[src/rtl/uart_rx_fifo.sv]
// UART receiver with 3-sample majority voting, glitch/parity/framing/break detection
// and a first-word-fall-through output FIFO with valid/ready handshake.
module uart_rx_fifo #(
    parameter int pMAX_BITS    = 9,
    parameter int pFIFO_DEPTH  = 16,
    parameter int pSYNC_STAGES = 2
) (
    input  logic                           clk,
    input  logic                           reset_n,
    input  logic [15:0]                    bit_rate,
    input  logic [3:0]                     data_bits,
    input  logic [1:0]                     stop_bits,
    input  logic                           parity_bit,
    input  logic                           parity_enabled,
    input  logic                           parity_accept_errors,
    input  logic                           rxd,
    output logic [pMAX_BITS-1:0]           m_data,
    output logic [2:0]                     m_flags,
    output logic                           m_valid,
    input  logic                           m_ready,
    output logic [$clog2(pFIFO_DEPTH):0]   fifo_count,
    output logic                           overrun,
    input  logic                           clear_overrun,
    output logic [15:0]                    discard_count,
    output logic                           busy
);
    localparam int AW = $clog2(pFIFO_DEPTH);
    localparam int WW = pMAX_BITS + 3;
    localparam logic [AW:0] DEPTH = (AW+1)'(pFIFO_DEPTH);
    localparam logic [3:0]  MAXB  = 4'(pMAX_BITS);

    localparam logic [2:0] S_IDLE   = 3'd0;
    localparam logic [2:0] S_START  = 3'd1;
    localparam logic [2:0] S_DATA   = 3'd2;
    localparam logic [2:0] S_PARITY = 3'd3;
    localparam logic [2:0] S_STOP   = 3'd4;
    localparam logic [2:0] S_WAITH  = 3'd5;

    // Synchroniser resets high so reset release never looks like a start edge
    logic [pSYNC_STAGES-1:0] sync_q;
    logic                    prev_q;
    logic                    rxd_s;

    always_ff @(posedge clk or negedge reset_n) begin
        if (!reset_n) begin
            sync_q <= '1;
            prev_q <= 1'b1;
        end else begin
            sync_q <= {sync_q[pSYNC_STAGES-2:0], rxd};
            prev_q <= rxd_s;
        end
    end
    assign rxd_s = sync_q[pSYNC_STAGES-1];

    logic [2:0]           state_q, state_d;
    logic [15:0]          cnt_q, cnt_d, br_q, br_d, half;
    logic [3:0]           nb_q, nb_d, idx_q, idx_d;
    logic                 sb2_q, sb2_d, pen_q, pen_d, podd_q, podd_d, acc_q, acc_d;
    logic                 s0_q, s0_d, s1_q, s1_d;
    logic                 par_q, par_d, zero_q, zero_d, perr_q, perr_d, ferr_q, ferr_d;
    logic [pMAX_BITS-1:0] data_q, data_d;
    logic                 vote, s_vote, bit_end, last_stop;
    logic                 push, discard;
    logic [WW-1:0]        push_word;

    assign half      = {1'b0, br_q[15:1]};
    assign s_vote    = (cnt_q == half + 16'd1);
    assign bit_end   = (cnt_q == br_q - 16'd1);
    assign vote      = (s0_q & s1_q) | (s0_q & rxd_s) | (s1_q & rxd_s);
    assign last_stop = (idx_q == {3'b000, sb2_q});

    always_comb begin
        state_d = state_q;  cnt_d  = bit_end ? 16'd0 : cnt_q + 16'd1;
        br_d    = br_q;     nb_d   = nb_q;   idx_d  = idx_q;
        sb2_d   = sb2_q;    pen_d  = pen_q;  podd_d = podd_q; acc_d = acc_q;
        s0_d    = s0_q;     s1_d   = s1_q;
        par_d   = par_q;    zero_d = zero_q; perr_d = perr_q; ferr_d = ferr_q;
        data_d  = data_q;
        push    = 1'b0;     discard = 1'b0;  push_word = '0;
        if (cnt_q == half - 16'd1) s0_d = rxd_s;
        if (cnt_q == half)         s1_d = rxd_s;
        case (state_q)
            S_IDLE: begin
                if (prev_q && !rxd_s) begin
                    // Detection cycle is count 0 of the start bit; latch config here only
                    state_d = S_START;
                    cnt_d   = 16'd1;
                    br_d    = (bit_rate < 16'd4) ? 16'd4 : bit_rate;
                    nb_d    = (data_bits < 4'd5) ? 4'd5 : (data_bits > MAXB) ? MAXB : data_bits;
                    sb2_d   = stop_bits[1];
                    pen_d   = parity_enabled;
                    podd_d  = parity_bit;
                    acc_d   = parity_accept_errors;
                    idx_d   = '0;
                    data_d  = '0;
                    par_d   = 1'b0; zero_d = 1'b1; perr_d = 1'b0; ferr_d = 1'b0;
                end
            end
            S_START: begin
                if (s_vote && vote) state_d = S_IDLE;
                else if (bit_end)   state_d = S_DATA;
            end
            S_DATA: begin
                if (s_vote) begin
                    data_d[idx_q] = vote;
                    par_d  = par_q ^ vote;
                    zero_d = zero_q & ~vote;
                end
                if (bit_end) begin
                    if (idx_q == nb_q - 4'd1) begin
                        idx_d   = '0;
                        state_d = pen_q ? S_PARITY : S_STOP;
                    end else begin
                        idx_d = idx_q + 4'd1;
                    end
                end
            end
            S_PARITY: begin
                if (s_vote) begin
                    perr_d = ((par_q ^ vote) != podd_q);
                    zero_d = zero_q & ~vote;
                end
                if (bit_end) state_d = S_STOP;
            end
            S_STOP: begin
                if (s_vote && last_stop) begin
                    // Frame is resolved mid last stop bit so a back-to-back start is caught
                    if (zero_q && !vote) begin
                        push      = 1'b1;
                        push_word = {3'b110, {pMAX_BITS{1'b0}}};
                        state_d   = S_WAITH;
                    end else if (perr_q && !acc_q) begin
                        discard = 1'b1;
                        state_d = S_IDLE;
                    end else begin
                        push      = 1'b1;
                        push_word = {1'b0, ferr_q | ~vote, perr_q, data_q};
                        state_d   = S_IDLE;
                    end
                end else begin
                    if (s_vote)  ferr_d = ferr_q | ~vote;
                    if (bit_end) idx_d  = idx_q + 4'd1;
                end
            end
            S_WAITH: if (rxd_s) state_d = S_IDLE;
            default: state_d = S_IDLE;
        endcase
    end

    always_ff @(posedge clk or negedge reset_n) begin
        if (!reset_n) begin
            state_q <= S_IDLE; cnt_q <= '0; br_q <= 16'd4; nb_q <= 4'd5; idx_q <= '0;
            sb2_q <= 1'b0; pen_q <= 1'b0; podd_q <= 1'b0; acc_q <= 1'b0;
            s0_q <= 1'b1; s1_q <= 1'b1;
            par_q <= 1'b0; zero_q <= 1'b0; perr_q <= 1'b0; ferr_q <= 1'b0;
            data_q <= '0;
        end else begin
            state_q <= state_d; cnt_q <= cnt_d; br_q <= br_d; nb_q <= nb_d; idx_q <= idx_d;
            sb2_q <= sb2_d; pen_q <= pen_d; podd_q <= podd_d; acc_q <= acc_d;
            s0_q <= s0_d; s1_q <= s1_d;
            par_q <= par_d; zero_q <= zero_d; perr_q <= perr_d; ferr_q <= ferr_d;
            data_q <= data_d;
        end
    end

    logic [WW-1:0] mem_q [pFIFO_DEPTH];
    logic [AW-1:0] wr_q, rd_q;
    logic [AW:0]   fcnt_q;
    logic          full, pop, wr_en, ovf;
    logic          overrun_q;
    logic [15:0]   disc_q;

    assign full  = (fcnt_q == DEPTH);
    assign pop   = m_valid & m_ready;
    assign wr_en = push & (~full | pop);
    assign ovf   = push & full & ~pop;

    always_ff @(posedge clk) begin
        if (wr_en) mem_q[wr_q] <= push_word;
    end

    always_ff @(posedge clk or negedge reset_n) begin
        if (!reset_n) begin
            wr_q <= '0; rd_q <= '0; fcnt_q <= '0; overrun_q <= 1'b0; disc_q <= '0;
        end else begin
            if (wr_en) wr_q <= wr_q + 1'b1;
            if (pop)   rd_q <= rd_q + 1'b1;
            case ({wr_en, pop})
                2'b10:   fcnt_q <= fcnt_q + 1'b1;
                2'b01:   fcnt_q <= fcnt_q - 1'b1;
                default: fcnt_q <= fcnt_q;
            endcase
            // A new loss wins over a coincident clear
            overrun_q <= ovf | (overrun_q & ~clear_overrun);
            if (discard && disc_q != 16'hFFFF) disc_q <= disc_q + 16'd1;
        end
    end

    assign m_valid             = (fcnt_q != '0);
    assign {m_flags, m_data}   = m_valid ? mem_q[rd_q] : '0;
    assign fifo_count          = fcnt_q;
    assign overrun             = overrun_q;
    assign discard_count       = disc_q;
    assign busy                = (state_q != S_IDLE);
endmodule

[config.mk]
export PLATFORM = sky130hd
export DESIGN_NAME = uart_rx_fifo
export DESIGN_NICKNAME = d
export VERILOG_FILES = /design/src/rtl/uart_rx_fifo.sv
export SDC_FILE = /design/constraint.sdc
export NUM_CORES = 1
export LEC_CHECK = 0
export BUFFER_PORTS_ARGS = -buffer_cell sky130_fd_sc_hd__buf_2
export CAP_MARGIN = 40
export CORE_MARGIN = 3
export CORE_UTILIZATION = 40
export DETAILED_ROUTE_END_ITERATION = 8
export GPL_ROUTABILITY_DRIVEN = 1
export PLACE_DENSITY = 0.58
export SYNTH_ARGS = -nofsm -noshare
export SYNTH_HDL_FRONTEND = slang
export SYNTH_SLANG_ARGS = --single-unit
[constraint.sdc]
create_clock -name clk -period 8.4 [get_ports clk]
set_input_delay 0.42 -clock clk [delete_from_list [all_inputs] [get_ports clk]]
set_output_delay 0.42 -clock clk [all_outputs]
set_load 0.005 [all_outputs]
# --- After elaboration in Yosys (flattened, before gate mapping) ---
# Memories as Yosys holds them, arrays and structs flattened.
# Index checks and enable logic that the tools add are counted.
totals:
  regBits: 95
  mem_bits_rw: 192
  inputBits: 30
  out_inout_bits: 36
  elab_cells: 171
  mem_count: 1
mem_list:
  columns: ["name", "words", "width", "rd", "rd_clocked_by_memory_dff", "write_ports", "line_no", "rtl"]
  rows:
  - ["mem_q", 16, 12, 1, 0, 1, "166", "logic [WW-1:0] mem_q [pFIFO_DEPTH];"]
classes:
  add_sub_neg: 11
  magnitude_cmp: 5
  n_eq_ne: 29
  muxes: 56
  bitwise_logic: 19
  reduce_logical: 27
ops:
  columns: ["cell", "count"]
  rows:
  - ["$mux 16", 4]
  - ["$eq 16x16->1", 3]
  - ["$mux 12", 4]
  - ["$add 16x1->16 const B", 2]
  - ["$mux 3", 10]
  - ["$mux 4", 7]
  - ["$ne 2x2->1 const B", 11]
  - ["$mux 1", 18]
  - ["$mux 9", 2]
  - ["$pmux 3 s6", 1]
  - ["$pmux 9 s2", 1]
  - ["$add 15x1->16 const B", 1]
  - ["$eq 16x15->1", 1]
  - ["$lt 16x3->1 const B", 1]
  - ["$ne 16x16->1 const B", 1]
  - ["$sub 15x1->16 const B", 1]
  - ["$sub 16x1->16 const B", 1]
  - ["$add 4x1->4 const B", 3]
  - ["$pmux 4 s3", 1]
  - ["$mux 11", 1]
  - ["$pmux 5 s2", 1]
  - ["$reduce_bool 2->1", 5]
  - ["$and 1x1->1", 9]
  - ["$bwmux 9", 1]
  - ["34 further kinds", 57]

# --- Longest topological paths before layout ---
# Gate-level depths: netlist (run 1).
logic_depth:
  ltp_word: 11
  mapped_depth: 15
  ltp_nobuf: 14

# --- Worst setup path after synthesis (run 1) ---
# OpenSTA, ideal clock, no wires.
synth_timing:
  kind: "reg-to-reg"
  startpoint: "register br_q[2]"
  endpoint: "memory mem_q[7][0] (netlist name), enable pin"
  arrival_time_ps: 2863
  path_slack_ps: 5182
  stages_incl_launch_ff: 12
  path_buffers: 2
  synth_period_minus_slack_ps: 3218
  cell_sequence: "dfstp_2 > buf_2 > nand4_1 > nor4_2 > xnor2_1 > nor3_2 > and3_1 > nand4_4 > nor2b_2 > buf_2 > and3b_1 > and2_1"
synth_via:
  elab_chain_len: 8
synth_lines:
  columns: ["item", "line_no", "rtl"]
  rows:
  - ["start, declared", "56", "logic [15:0] cnt_q, cnt_d, br_q, br_d, half;"]
  - ["start signal, assigned", "158", "state_q <= state_d; cnt_q <= cnt_d; br_q <= br_d; nb_q <= nb_d; idx_q <= idx_d;"]
  - ["$add 15x1->16", "67", "assign s_vote = (cnt_q == half + 16'd1);"]
  - ["$eq 16x16->1", "67", null]
  - ["$logic_and 1x1->1", "126", "if (s_vote && last_stop) begin"]
  - ["$mux 1", "126", null]
  - ["$mux 1", "82", "case (state_q)"]
  - ["$and 1x1->1", "175", "assign wr_en = push & (~full | pop);"]
  - ["$mux 1", "179", "if (wr_en) mem_q[wr_q] <= push_word;"]
  - ["$mux 1 (implied by the code)", "179", null]
  - ["end, declared", "166", null]
# Every way passes these cells.

# --- Worst setup path in the final report (run 1) ---
layout_timing:
  startpoint: "register br_q[3]"
  endpoint: "memory mem_q[3][2] (netlist name), enable pin"
# The elaborated chain is that of the path after synthesis.

==> results of run 1 <==
==> cell families after synthesis <==
family / Yosys count
AND/OR/NAND/NOR: 366
flip-flops: 287
AO/OA/AOI/OAI: 121
XOR/XNOR: 98
buffers and inverters: 85
multiplexers: 69
adder cells (fa/ha/maj): 17
==> cell usage in the layout, fill, tap and decap left out, drive strengths merged, types with 4 or more instances in the layout <==
| master | count |
|---|---|
| nand3 | 42 |
| dfrtp | 87 |
| nor4 | 14 |
| mux2 | 8 |
| ha | 17 |
| or3 | 4 |
| o22ai | 6 |
| nor2b | 10 |
| nand2 | 111 |
| and4 | 6 |
| xnor2 | 53 |
| clkinv | 8 |
| nor3 | 13 |
| and2 | 36 |
| o211ai | 4 |
| dfstp | 8 |
| a21oi | 23 |
| clkbuf | 44 |
| nor4b | 4 |
| inv | 27 |
| a211oi | 4 |
| buf | 78 |
| and3 | 14 |
| or4 | 5 |
| nand4b | 4 |
| a31oi | 7 |
| xor2 | 45 |
| o21ai | 40 |
| mux4 | 60 |
| nand2b | 4 |
| nand4 | 15 |
| o31ai | 6 |
| a21boi | 4 |
| edfxtp | 192 |
| nor2 | 69 |
==> per-layer routing <==
layer / routed length, µm / vias to the layer above / part of all wire (%)
met1: 14300 / 4222 / 47
met4: 624 / 0 / 2.0
li1: - / 3964 / -
met2: 14600 / 182 / 48
met5: 0 / - / 0
met3: 1110 / 44 / 3.6
==> registers in the layout (all words and copies together), names as in the netlist, 2 cells and up <==
signal,count
wr_q,4
nb_q,4
mem_q,192
fifo_count,5
cnt_q,16
state_q,3
rd_q,4
sync_q,2
discard_count,16
data_q,9
idx_q,4
br_q,16
==> metrics by stage <==
stage	cell area, µm²	setup slack (ns)
after floorplan	13800	5.18
after global placement	14500	3.96
after detailed placement	14600	3.93
after CTS	15700	3.89
after global routing	15700	3.54
final	15700	3.90
==> power by group <==
| part | internal (W) | leakage [nW] | total, W | switching, W |
|---|---|---|---|---|
| clock | 0.000821 | 0.519 | 0.00138 | 0.000563 |
| sequential | 0.00160 | 3.39 | 0.00189 | 0.000287 |
| combinational | 0.000499 | 2.38 | 0.00104 | 0.000545 |
==> worst paths after layout <==
path | to | slack (ns) | depth (start not counted) | start
worst min-delay path | podd_q | 0.04 | 3 | parity_bit
worst min register to register | sync_q[1] | 0.35 | 0 | sync_q[0]
worst max-delay path | mem_q[3][2] | 3.90 | 9 | br_q[3]
min in group asynchronous | discard_count[6] | 0.37 | 2 | reset_n
max in group asynchronous | cnt_q[4] | 6.91 | 3 | reset_n
worst max register to register | mem_q[3][2] | 3.90 | 9 | br_q[3]
==> what timing repair did <==
action,4_1_cts,5_1_grt
gates resized for setup,0,0
hold endpoints to repair,43,0
hold buffers,2,0
==> worst min-delay path: stages <==
cell     delay [ns]
buf_2          0.07
nand2_1        0.04
nand2_1        0.04
==> cell type report <==
cell class	count	area share, %
multi-input combinational	671	33.8
inverter	24	0.575
sequential	287	52.0
clock inverter	14	1.08
clock buffer	44	5.58
timing repair buffer	80	3.38
tap	448	3.58
==> summary.md, run 1 <==
| Metric | Value |
|---|---|
| Synth top area cells | `edfxtp_1, dfrtp_1, mux4_2` |
| Core Util, Final | `46.4%` |
| Number of global-route vias before repair | `8,531` |
| Root Buffer | `clkbuf_16` |
| Worst setup SP type | `flip-flop` |
| Unrepaired setup endpoints after global routing | `false` |
| Syn Inst Count | `1,043` |
| Critical path cell sequence | `nand4_1, nor2_1, nand4b_1, a211oi_1, and3_1, nand4_4, nor2b_2, nor3b_1, and2_1` |
| Largest incremental delay on the critical path | `0.74 ns` |
| Largest family of logic cells by synthesized area | `simple AND/OR/NAND/NOR gates` |
| Compound-Gate Fraction of Synth Area | `5.64%` |
| Top_reg_cell synth | `edfxtp_1` |
| Family with the most delay on the worst path | `simple AND/OR/NAND/NOR gates` |
| Boundary Pins | `66` |
| Max-slew headroom | `38.6%` |
| Share of layout cells above drive strength 1 | `20.6%` |
| Largest net degree at the start of global routing | `54` |
| CP required | `8.59 ns` |
| DR vias/cell | `5.36` |
| Fin Clk Skew | `0.0178 ns` |
| Overall Power | `0.00432 W` |
| DRC | `0` |
| Minimum clock period | `4.50 ns` |
| Pre-Repair DR Iteration Count | `5` |
| CTS tree | `done` |
| Post-Synth XOR/XNOR Area | `6.22%` |
| Status | `finished clean` |
| Cell Count, Final, Fillers Out | `1,568` |
| Async set-or-reset flop fraction in the synthesized netlist | `33.1%` |
| Cts bufs inserted | `31` |
| Die X | `192 µm` |
| M2 GR Usage | `27.8%` |
| PwrDens | `275 mW/mm²` |
| Synthesis warning total | `0` |
| Met1 usage | `24.0%` |
| Slew Viols, Final | `0` |
| Postcts setup bufs | `0` |
| Total Neg Setup Slack | `0 ns` |
| Worst-Skew Late Latency | `0.57 ns` |
| Gr usage total | `16.9%` |
| Mapped cell area | `0.0138 mm²` |
| Setup violators final | `0` |
| Initial Util | `40.8%` |
| Port Buf Inserts | `64` |
| Worst Path Arrival | `4.69 ns` |
| Post-synthesis simple-gate area fraction | `14.4%` |
| DIE HEIGHT | `192 µm` |
| Crit end category | `flip-flop` |
| GRT busiest layer | `met2` |
| Area growth from synthesis to layout | `13.7%` |
| Adder-Cell Fraction of Synth Area | `1.54%` |
| ANT nets after route | `0` |
| Worst VDD drop | `0.216 mV` |
| Mean post-synth cell area | `13.2 µm²` |
| Post-synthesis cell type count | `78` |
| Worst Path Max Fanout | `17` |
| Core area | `0.0338 mm²` |
| Top post-synthesis cells by count | `edfxtp_1, nand2_1, dfrtp_1, nor2_1, mux4_2` |
| DP HPWL | `20.3 mm` |
| Clock sinks | `287` |
| Die area | `0.0367 mm²` |
| Area leader, netlist | `edfxtp_1` |
| Gr ovfl total | `0` |
| Routability cong. | `0.856` |
| First DRT Iteration DRCs | `626` |
| Post-synth EDFFs | `192` |
| Final Cycle Share | `53.5%` |
| Top-area cell type share of the netlist area | `41.8%` |
| First-pass GRT wire length | `48.8 mm` |
| Setup Crit Path Kind | `flip-flop to flip-flop` |
| Fill cell count | `3,007` |
| Met3 usage | `2.30%` |
| Sequential area share after synthesis | `59.1%` |
| Placement Rows | `67` |
| WHS | `0.0371 ns` |
| Synth Net Count | `1,090` |
| Count leader, synth | `edfxtp_1` |
| Slew of the pin with the lowest slew margin | `0.921 ns` |
| CTS H-tree lvls | `1` |
| Clock-pin slew on the worst setup and hold paths | `0.06 ns` |
| Crit-path slowest cell | `and2_1` |
| Max-cap violations | `0` |
| Peak Freq | `222 MHz` |
| Mux share of post-synthesis cell area | `10.5%` |
| Antenna cells | `0` |
| Crit path buffers/inverters | `0` |
| Storage element area | `0.00816 mm²` |
| Total placed cells including tap cells | `1,507` |
| Routed via count | `8,412` |
| Wirelength per Cell | `19.5 µm` |
| Initial antenna violation count | `0` |
| Routed wire length | `30.6 mm` |
| Longest Clk Path Bufs | `3` |
| Leak pwr | `6.28 nW` |
| Count of state elements after synthesis | `287` |
| Nets | `1,142` |
| Final Hold Fails | `0` |
| Worst min path class | `input pin to flip-flop` |
| Multi-input logic area | `0.00530 mm²` |
No activity file was read; power rests on OpenSTA's default activity.
==> run 2: changes to the inputs <==
Clock period 8.4 ns to 4.53 ns, I/O delays scaled along.
==> summary.md, run 2 (synthesis gave the netlist of run 1 again) <==
| Metric | Value |
|---|---|
| Status | `finished clean` |
| Largest net degree at the start of global routing | `58 (+7.4%)` |
| Nets | `1,186 (+3.9%)` |
| Reg2reg end | `mem_q[2][1]` |
| Critical path cell sequence | `ha_1, nand3_1, nor4b_1, a22oi_1, nor3_2, and3_1, nand4_4, nor2b_2, nor3b_1, and2_1, buf_4` |
| Initial antenna violation count | `0 (unchanged)` |
| Psw | `0.00268 W (+92%)` |
| Routed via count | `8,683 (+3.2%)` |
| Max-slew headroom | `50.7% (+12 points)` |
| Worst setup SP type | `flip-flop` |
| Commonest cells after routing, fill and taps aside | `edfxtp_1, nand2_1, dfrtp_1, nor2_1, buf_2` |
| CP required | `4.72 ns (-3.87 ns)` |
| Hold EP | `overrun` |
| Commonest non-fill, non-tap cell in the layout | `edfxtp_1` |
| Clock-pin slew on the worst setup and hold paths | `0.06 ns (about the same)` |
| Crit path buffers/inverters | `1 (+1)` |
| Slew of the pin with the lowest slew margin | `0.739 ns (-0.182 ns)` |
| Family with the most delay on the worst path | `simple AND/OR/NAND/NOR gates` |
| First DRT Iteration DRCs | `502 (-20%)` |
| Reg2Reg Setup Slack | `0.69 ns (-3.21 ns)` |
| Cts bufs inserted | `34 (+9.7%)` |
| Max reg flops | `192 (unchanged)` |
| Final Cycle Share | `84.7% (+31 points)` |
| Worst min path class | `input pin to flip-flop` |
| Leak pwr | `6.52 nW (+3.8%)` |
| M2 GR Usage | `27.5% (-0.31 points)` |
| Setup violators final | `0 (unchanged)` |
| Wirelength per Cell | `19.0 µm (-2.7%)` |
| Final Hold Fails | `0 (unchanged)` |
| Unrepaired setup endpoints after global routing | `false` |
| Routed wire length | `30.6 mm (unchanged)` |
| Minimum clock period | `3.84 ns (-0.659 ns)` |
| Largest incremental delay on the critical path | `0.62 ns (-0.12 ns)` |
| Max-cap violations | `0 (unchanged)` |
| Die X | `192 µm (unchanged)` |
| Biggest register | `mem_q` |
| Setup Crit Path Kind | `flip-flop to flip-flop` |
| ANT nets after route | `0 (unchanged)` |
| Root Buffer | `clkbuf_16` |
| Min-Delay Startpoint | `m_ready` |
| Core area | `0.0338 mm² (unchanged)` |
| GRT busiest layer | `met2` |
| Total Neg Setup Slack | `0 ns (unchanged)` |
| CTS H-tree lvls | `2 (+1)` |
| Gr usage total | `17.1% (+0.18 points)` |
| Placement Rows | `67 (unchanged)` |
| RR Startpoint | `br_q[2]` |
| Fin Clk Skew | `0.0237 ns (+0.00595 ns)` |
| Core Util, Final | `47.8% (+1.4 points)` |
| Met3 usage | `2.28% (-0.018 points)` |
| Int Pwr | `0.00565 W (+93%)` |
| Peak Freq | `260 MHz (+17%)` |
| DR vias/cell | `5.39 (+0.40%)` |
| Number of global-route vias before repair | `8,771 (+2.8%)` |
| DP HPWL | `20.8 mm (+2.3%)` |
| Share of layout cells above drive strength 1 | `22.0% (+1.4 points)` |
| Worst-Skew Late Latency | `0.52 ns (-0.05 ns)` |
| Die area | `0.0367 mm² (unchanged)` |
| PwrDens | `516 mW/mm² (+87%)` |
| Postcts setup bufs | `0 (unchanged)` |
| Worst Path Arrival | `4.03 ns (-0.66 ns)` |
| First-pass GRT wire length | `49.1 mm (+0.57%)` |
| Crit end category | `flip-flop` |
| DRC | `0 (unchanged)` |
| Worst Reg-to-Reg Cells | `11 (+2)` |
| DIE HEIGHT | `192 µm (unchanged)` |
| Initial Util | `40.8% (unchanged)` |
| Clock sinks | `287 (unchanged)` |
| Crit-path slowest cell | `dfstp_2` |
| Flop pwr share | `41.0% (-2.7 points)` |
| CP Depth | `11 (+2)` |
| Clk pwr share | `34.2% (+2.1 points)` |
| Worst Path Max Fanout | `12 (-5)` |
| Area growth from synthesis to layout | `17.1%` |
| Met1 usage | `24.5% (+0.46 points)` |
| CTS tree | `done` |
| Boundary Pins | `66 (unchanged)` |
| Cells on Worst Hold Path | `3 (unchanged)` |
| Fill cell count | `2,992 (-0.50%)` |
| Antenna cells | `0 (unchanged)` |
| Pre-Repair DR Iteration Count | `5 (unchanged)` |
| Comb pwr share | `24.8% (+0.6 points)` |
| Routability cong. | `0.831 (-2.9%)` |
| Gr ovfl total | `0 (unchanged)` |
| Overall Power | `0.00833 W (+93%)` |
| Worst VDD drop | `0.360 mV (+67%)` |
| Switch share | `32.2% (-0.13 points)` |
| Longest Clk Path Bufs | `3 (unchanged)` |
| Port Buf Inserts | `64 (unchanged)` |
| Slew Viols, Final | `0 (unchanged)` |
[run 2: changes by cell type in the layout (fill, tap and decap cells not counted), sizes merged]
| cell | previous run | this run |
|---|---|---|
| buf | 78 | 96 |
| bufinv | 3 | 4 |
| clkbuf | 44 | 42 |
| clkinv | 8 | 10 |
| clkinvlp | 0 | 2 |
| dlygate4sd3 | 2 | 25 |
[run 2: routing by layer]
layer | share of wire [%] | wire (µm)
met4 | 1.9 | 566
met3 | 3.7 | 1140
met5 | 0 | 0
met1 | 48 | 14500
met2 | 47 | 14300
[run 2: power by group through the flow]
stage,sequential (W),clock [W],combinational (W)
2_1_floorplan,0.00315,0,0.00180
3_3_place_gp,0.00360,0,0.00184
3_5_place_dp,0.00347,0,0.00205
4_1_cts,0.00342,0.00292,0.00208
5_1_grt,0.00347,0.00301,0.00228
6_report,0.00342,0.00284,0.00207
[run 2: worst max path at each step]
stage	slack, ns	start	endpoint
3_3_place_gp	0.84	br_q[2]	mem_q[1][11]
3_5_place_dp	0.74	br_q[2]	mem_q[1][11]
4_1_cts	0.72	br_q[2]	mem_q[0][11]
5_1_grt	0.41	br_q[2]	mem_q[3][11]
2_1_floorplan	1.31	br_q[2]	mem_q[7][0]
6_report	0.69	br_q[2]	mem_q[2][1]
[run 2: timing repair]
item	in CTS	in global routing
hold buffers	25	0
endpoints found under the hold margin	73	0
gates resized for setup	0	0
[run 2: stage by stage]
| step | area (µm²) | setup WS (ns) | hold WS, ns | std cells |
|---|---|---|---|---|
| global placement | 14600 | 0.842 | 0.331 | 1522 |
| finish | 16100 | 0.691 | 0.0485 | 1612 |
| detailed placement | 14700 | 0.742 | 0.335 | 1526 |
| CTS | 16100 | 0.719 | 0.0268 | 1612 |
| floorplan | 13800 | 1.31 | -0.0691 | 1043 |
| global route | 16100 | 0.410 | 0.0461 | 1612 |
[run 2: final cells by class]
type	instances	area (µm²)	share of cell area (%)
multi-input cells	671	5300	32.8
inverters	24	90.1	0.558
clock buffers	42	931	5.76
well taps	448	561	3.47
clock inverters	19	256	1.59
repair buffers	121	857	5.31
flip-flops and latches	287	8160	50.5
[run 2: worst register-to-register path: cells and delay by family, from the launching register on]
kind            cells  cell delay [ns]
buf+inv             1             0.24
flops               1             0.62
fa+ha+maj           1             0.29
compound gates      1             0.16
simple gates        8             2.20
==> run 3: changes to the inputs <==
Settings changed: ABC_AREA from default to 1.
Clock period 4.53 ns to 3.8 ns, I/O delays scaled along.
==> summary.md, run 3 <==
| Metric | Value |
|---|---|
| CP required | `4.01 ns (-0.71 ns)` |
| Critical path cell sequence | `ha_1, nand3_1, nor2_1, nand2_1, nand2_1, nand2_1, nor2_1, nand3_2, nor2_4, nand4_4, nor2_4, nand2_1, nor2_1, buf_4` |
| Gr usage total | `19.0% (+1.9 points)` |
| Postcts setup bufs | `0 (unchanged)` |
| Max reg flops | `192 (unchanged)` |
| Peak Freq | `288 MHz (+11%)` |
| Setup violators final | `0 (unchanged)` |
| Nets | `1,656 (+40%)` |
| Commonest cells after routing, fill and taps aside | `nand2_1, nor2_1, edfxtp_1, o21ai_0, inv_1` |
| Status | `finished clean` |
| Largest incremental delay on the critical path | `0.59 ns (-0.03 ns)` |
| Largest net degree at the start of global routing | `99 (+71%)` |
| Reg2Reg Setup Slack | `0.33 ns (-0.36 ns)` |
| Top post-synthesis cells by count | `nand2_1, nor2_1, edfxtp_1, o21ai_0, inv_1` |
| Mux share of post-synthesis cell area | `0.158% (-10 points)` |
| Die area | `0.0380 mm² (+3.3%)` |
| Fill cell count | `3,295 (+10%)` |
| Post-synthesis cell type count | `55 (-29%)` |
| Largest family of logic cells by synthesized area | `simple AND/OR/NAND/NOR gates` |
| Synth Net Count | `1,540 (+41%)` |
| Initial Util | `40.9% (+0.072 points)` |
| CP Depth | `14 (+3)` |
| Routed via count | `10,900 (+26%)` |
| Worst Path Arrival | `3.68 ns (-0.35 ns)` |
| Share of layout cells above drive strength 1 | `13.2% (-8.8 points)` |
| Count of state elements after synthesis | `287 (unchanged)` |
| Pre-Repair DR Iteration Count | `7 (+2)` |
| Total placed cells including tap cells | `2,003 (+31%)` |
| Gr ovfl total | `0 (unchanged)` |
| Clock-pin slew on the worst setup and hold paths | `0.06 ns (about the same)` |
| Longest Clk Path Bufs | `3 (unchanged)` |
| Top_reg_cell synth | `edfxtp_1` |
| Biggest register | `mem_q` |
| Worst-Skew Late Latency | `0.51 ns (about the same)` |
| Wirelength per Cell | `17.4 µm (-8.1%)` |
| Crit-path slowest cell | `dfstp_2` |
| Die X | `195 µm (+1.7%)` |
| Post-synthesis simple-gate area fraction | `20.3% (+5.9 points)` |
| Worst Path Max Fanout | `9 (-3)` |
| Worst Reg-to-Reg Cells | `14 (+3)` |
| Cts bufs inserted | `34 (unchanged)` |
| Commonest non-fill, non-tap cell in the layout | `nand2_1` |
| Routability cong. | `0.903 (+8.7%)` |
| Max-slew headroom | `36.6% (-14 points)` |
| Top-area cell type share of the netlist area | `40.4% (-1.4 points)` |
| Leak pwr | `6.95 nW (+6.6%)` |
| Worst VDD drop | `0.395 mV (+9.9%)` |
| Max-cap violations | `0 (unchanged)` |
| CTS tree | `done` |
| Sequential area share after synthesis | `57.2% (-2.0 points)` |
| Family with the most delay on the worst path | `simple AND/OR/NAND/NOR gates` |
| Post-cts resize count | `0 (unchanged)` |
| DRC | `0 (unchanged)` |
| Synthesis warning total | `0 (unchanged)` |
| Unrepaired setup endpoints after global routing | `true` |
| Synth top area cells | `edfxtp_1, dfrtp_1, nand2_1` |
| Core Util, Final | `47.8% (about the same)` |
| Area growth from synthesis to layout | `16.9%` |
| Crit end category | `flip-flop` |
| Final Hold Fails | `0 (unchanged)` |
| Final Cycle Share | `91.3% (+6.6 points)` |
| Worst setup SP type | `flip-flop` |
| DP HPWL | `24.3 mm (+17%)` |
| Mean post-synth cell area | `9.55 µm² (-28%)` |
| Async set-or-reset flop fraction in the synthesized netlist | `33.1% (unchanged)` |
| Slew of the pin with the lowest slew margin | `0.943 ns (+0.204 ns)` |
| Critical path's most frequent cell | `nand2_1` |
| Number of global-route vias before repair | `10,800 (+23%)` |
| Cell Count, Final, Fillers Out | `2,088 (+30%)` |
| Compound-Gate Fraction of Synth Area | `11.0% (+5.3 points)` |
| Setup Crit Path Kind | `flip-flop to flip-flop` |
| Post-Synth XOR/XNOR Area | `4.60% (-1.6 points)` |
| Cells on Worst Hold Path | `4 (+1)` |
| Core area | `0.0349 mm² (+3.3%)` |
| Clock sinks | `287 (unchanged)` |
| RR Startpoint | `br_q[2]` |
| Worst min path class | `input pin to flip-flop` |
| Adder-Cell Fraction of Synth Area | `1.49% (-0.051 points)` |
| Placement Rows | `68 (+1.5%)` |
| Slew Viols, Final | `0 (unchanged)` |
| Post-layout worst setup margin | `0.331 ns (-0.361 ns)` |
| Root Buffer | `clkbuf_16` |
| First-pass GRT wire length | `58.5 mm (+19%)` |
| ANT nets after route | `0 (unchanged)` |
| Post-synth EDFFs | `192 (unchanged)` |
| Port Buf Inserts | `64 (unchanged)` |
| Minimum clock period | `3.47 ns (-0.369 ns)` |
| Area leader, netlist | `edfxtp_1` |
| Count leader, synth | `nand2_1` |
| WHS | `0.0134 ns (-0.0351 ns)` |
| DR vias/cell | `5.24 (-2.6%)` |
| Fin Clk Skew | `0.0188 ns (-0.00489 ns)` |
| Min-Delay Startpoint | `m_ready` |
| Boundary Pins | `66 (unchanged)` |
| Crit path buffers/inverters | `1 (unchanged)` |
| Critical path origin | `br_q[2]` |
| Mapped cell area | `0.0143 mm² (+3.4%)` |
| Storage element area | `0.00815 mm² (about the same)` |
| Initial antenna violation count | `0 (unchanged)` |
| PwrDens | `690 mW/mm² (+34%)` |
| Routed wire length | `36.4 mm (+19%)` |
| Antenna cells | `0 (unchanged)` |
| Multi-input logic area | `0.00536 mm² (+1.2%)` |
| DIE HEIGHT | `195 µm (+1.7%)` |
| First DRT Iteration DRCs | `771 (+54%)` |
| Syn Inst Count | `1,493 (+43%)` |
| CTS H-tree lvls | `2 (unchanged)` |
| Pre-CTS WS | `0.344 ns (-0.398 ns)` |
## run 3: cell count changes in the layout (fill, tap and decap cells not counted), moves of 18 or more
cell,change
and2_1,-36
buf_4,+18
inv_1,+99
mux4_2,-60
nand2_1,+154
nand3_1,+28
nor2_1,+150
o21ai_0,+107
o221ai_1,+35
xnor2_1,-37
## run 3: cells by family after synthesis
family	Yosys count
compound gates	262
flops	287
fa+ha+maj	17
xor+xnor	75
simple gates	657
buf+inv	193
mux	2
## run 3: area by class of cell
cell class	instances	area share [%]
Sequential cell	287	48.9
Multi-Input combinational cell	1013	32.1
Timing Repair Buffer	137	5.67
Clock buffer	38	5.19
Tap cell	455	3.41
Inverter	136	3.08
Clock inverter	22	1.64
## run 3: worst paths after layout
path,to
max reg2reg,mem_q[9][5]
max in group asynchronous,br_q[2]
min reg2reg,sync_q[1]
min in group asynchronous,rd_q[1]
min,overrun
max,mem_q[9][5]
## run 3: what timing repair did
item / in CTS / in global routing
hold buffers: 25 / 0
endpoints found under the setup margin: 0 / 18
hold endpoints to repair: 63 / 0
## run 3: through the flow
| stage | total power [W] | TNS [ns] | area [µm²] |
|---|---|---|---|
| floorplan | 0.00692 | 0 | 14300 |
| global placement | 0.00816 | 0 | 15300 |
| detailed placement | 0.00821 | 0 | 15300 |
| CTS | 0.0116 | 0 | 16700 |
| global route | 0.0123 | -0.581 | 16700 |
| finish | 0.0115 | 0 | 16700 |
## run 3: worst register-to-register path, delay by kind of cell (launching register included)
kind          cells  cell delay [ns]
simple gates     12             2.09
flops             1             0.59
buf+inv           1             0.26
fa+ha+maj         1             0.24
## run 3: power breakdown
part | total [W] | switching [W] | leakage, nW | internal (W)
logic | 0.00425 | 0.00280 | 3.02 | 0.00146
registers | 0.00393 | 0.000373 | 3.37 | 0.00355
clock network | 0.00333 | 0.00127 | 0.559 | 0.00205
## run 3: per-layer routing
layer | wire length (µm) | vias to the layer above | track usage [%]
met5 | 0 | - | 0
met4 | 795 | 0 | 4.94
met3 | 1700 | 60 | 2.44
met2 | 17000 | 281 | 31.1
met1 | 16900 | 5228 | 26.8
li1 | - | 5380 | -
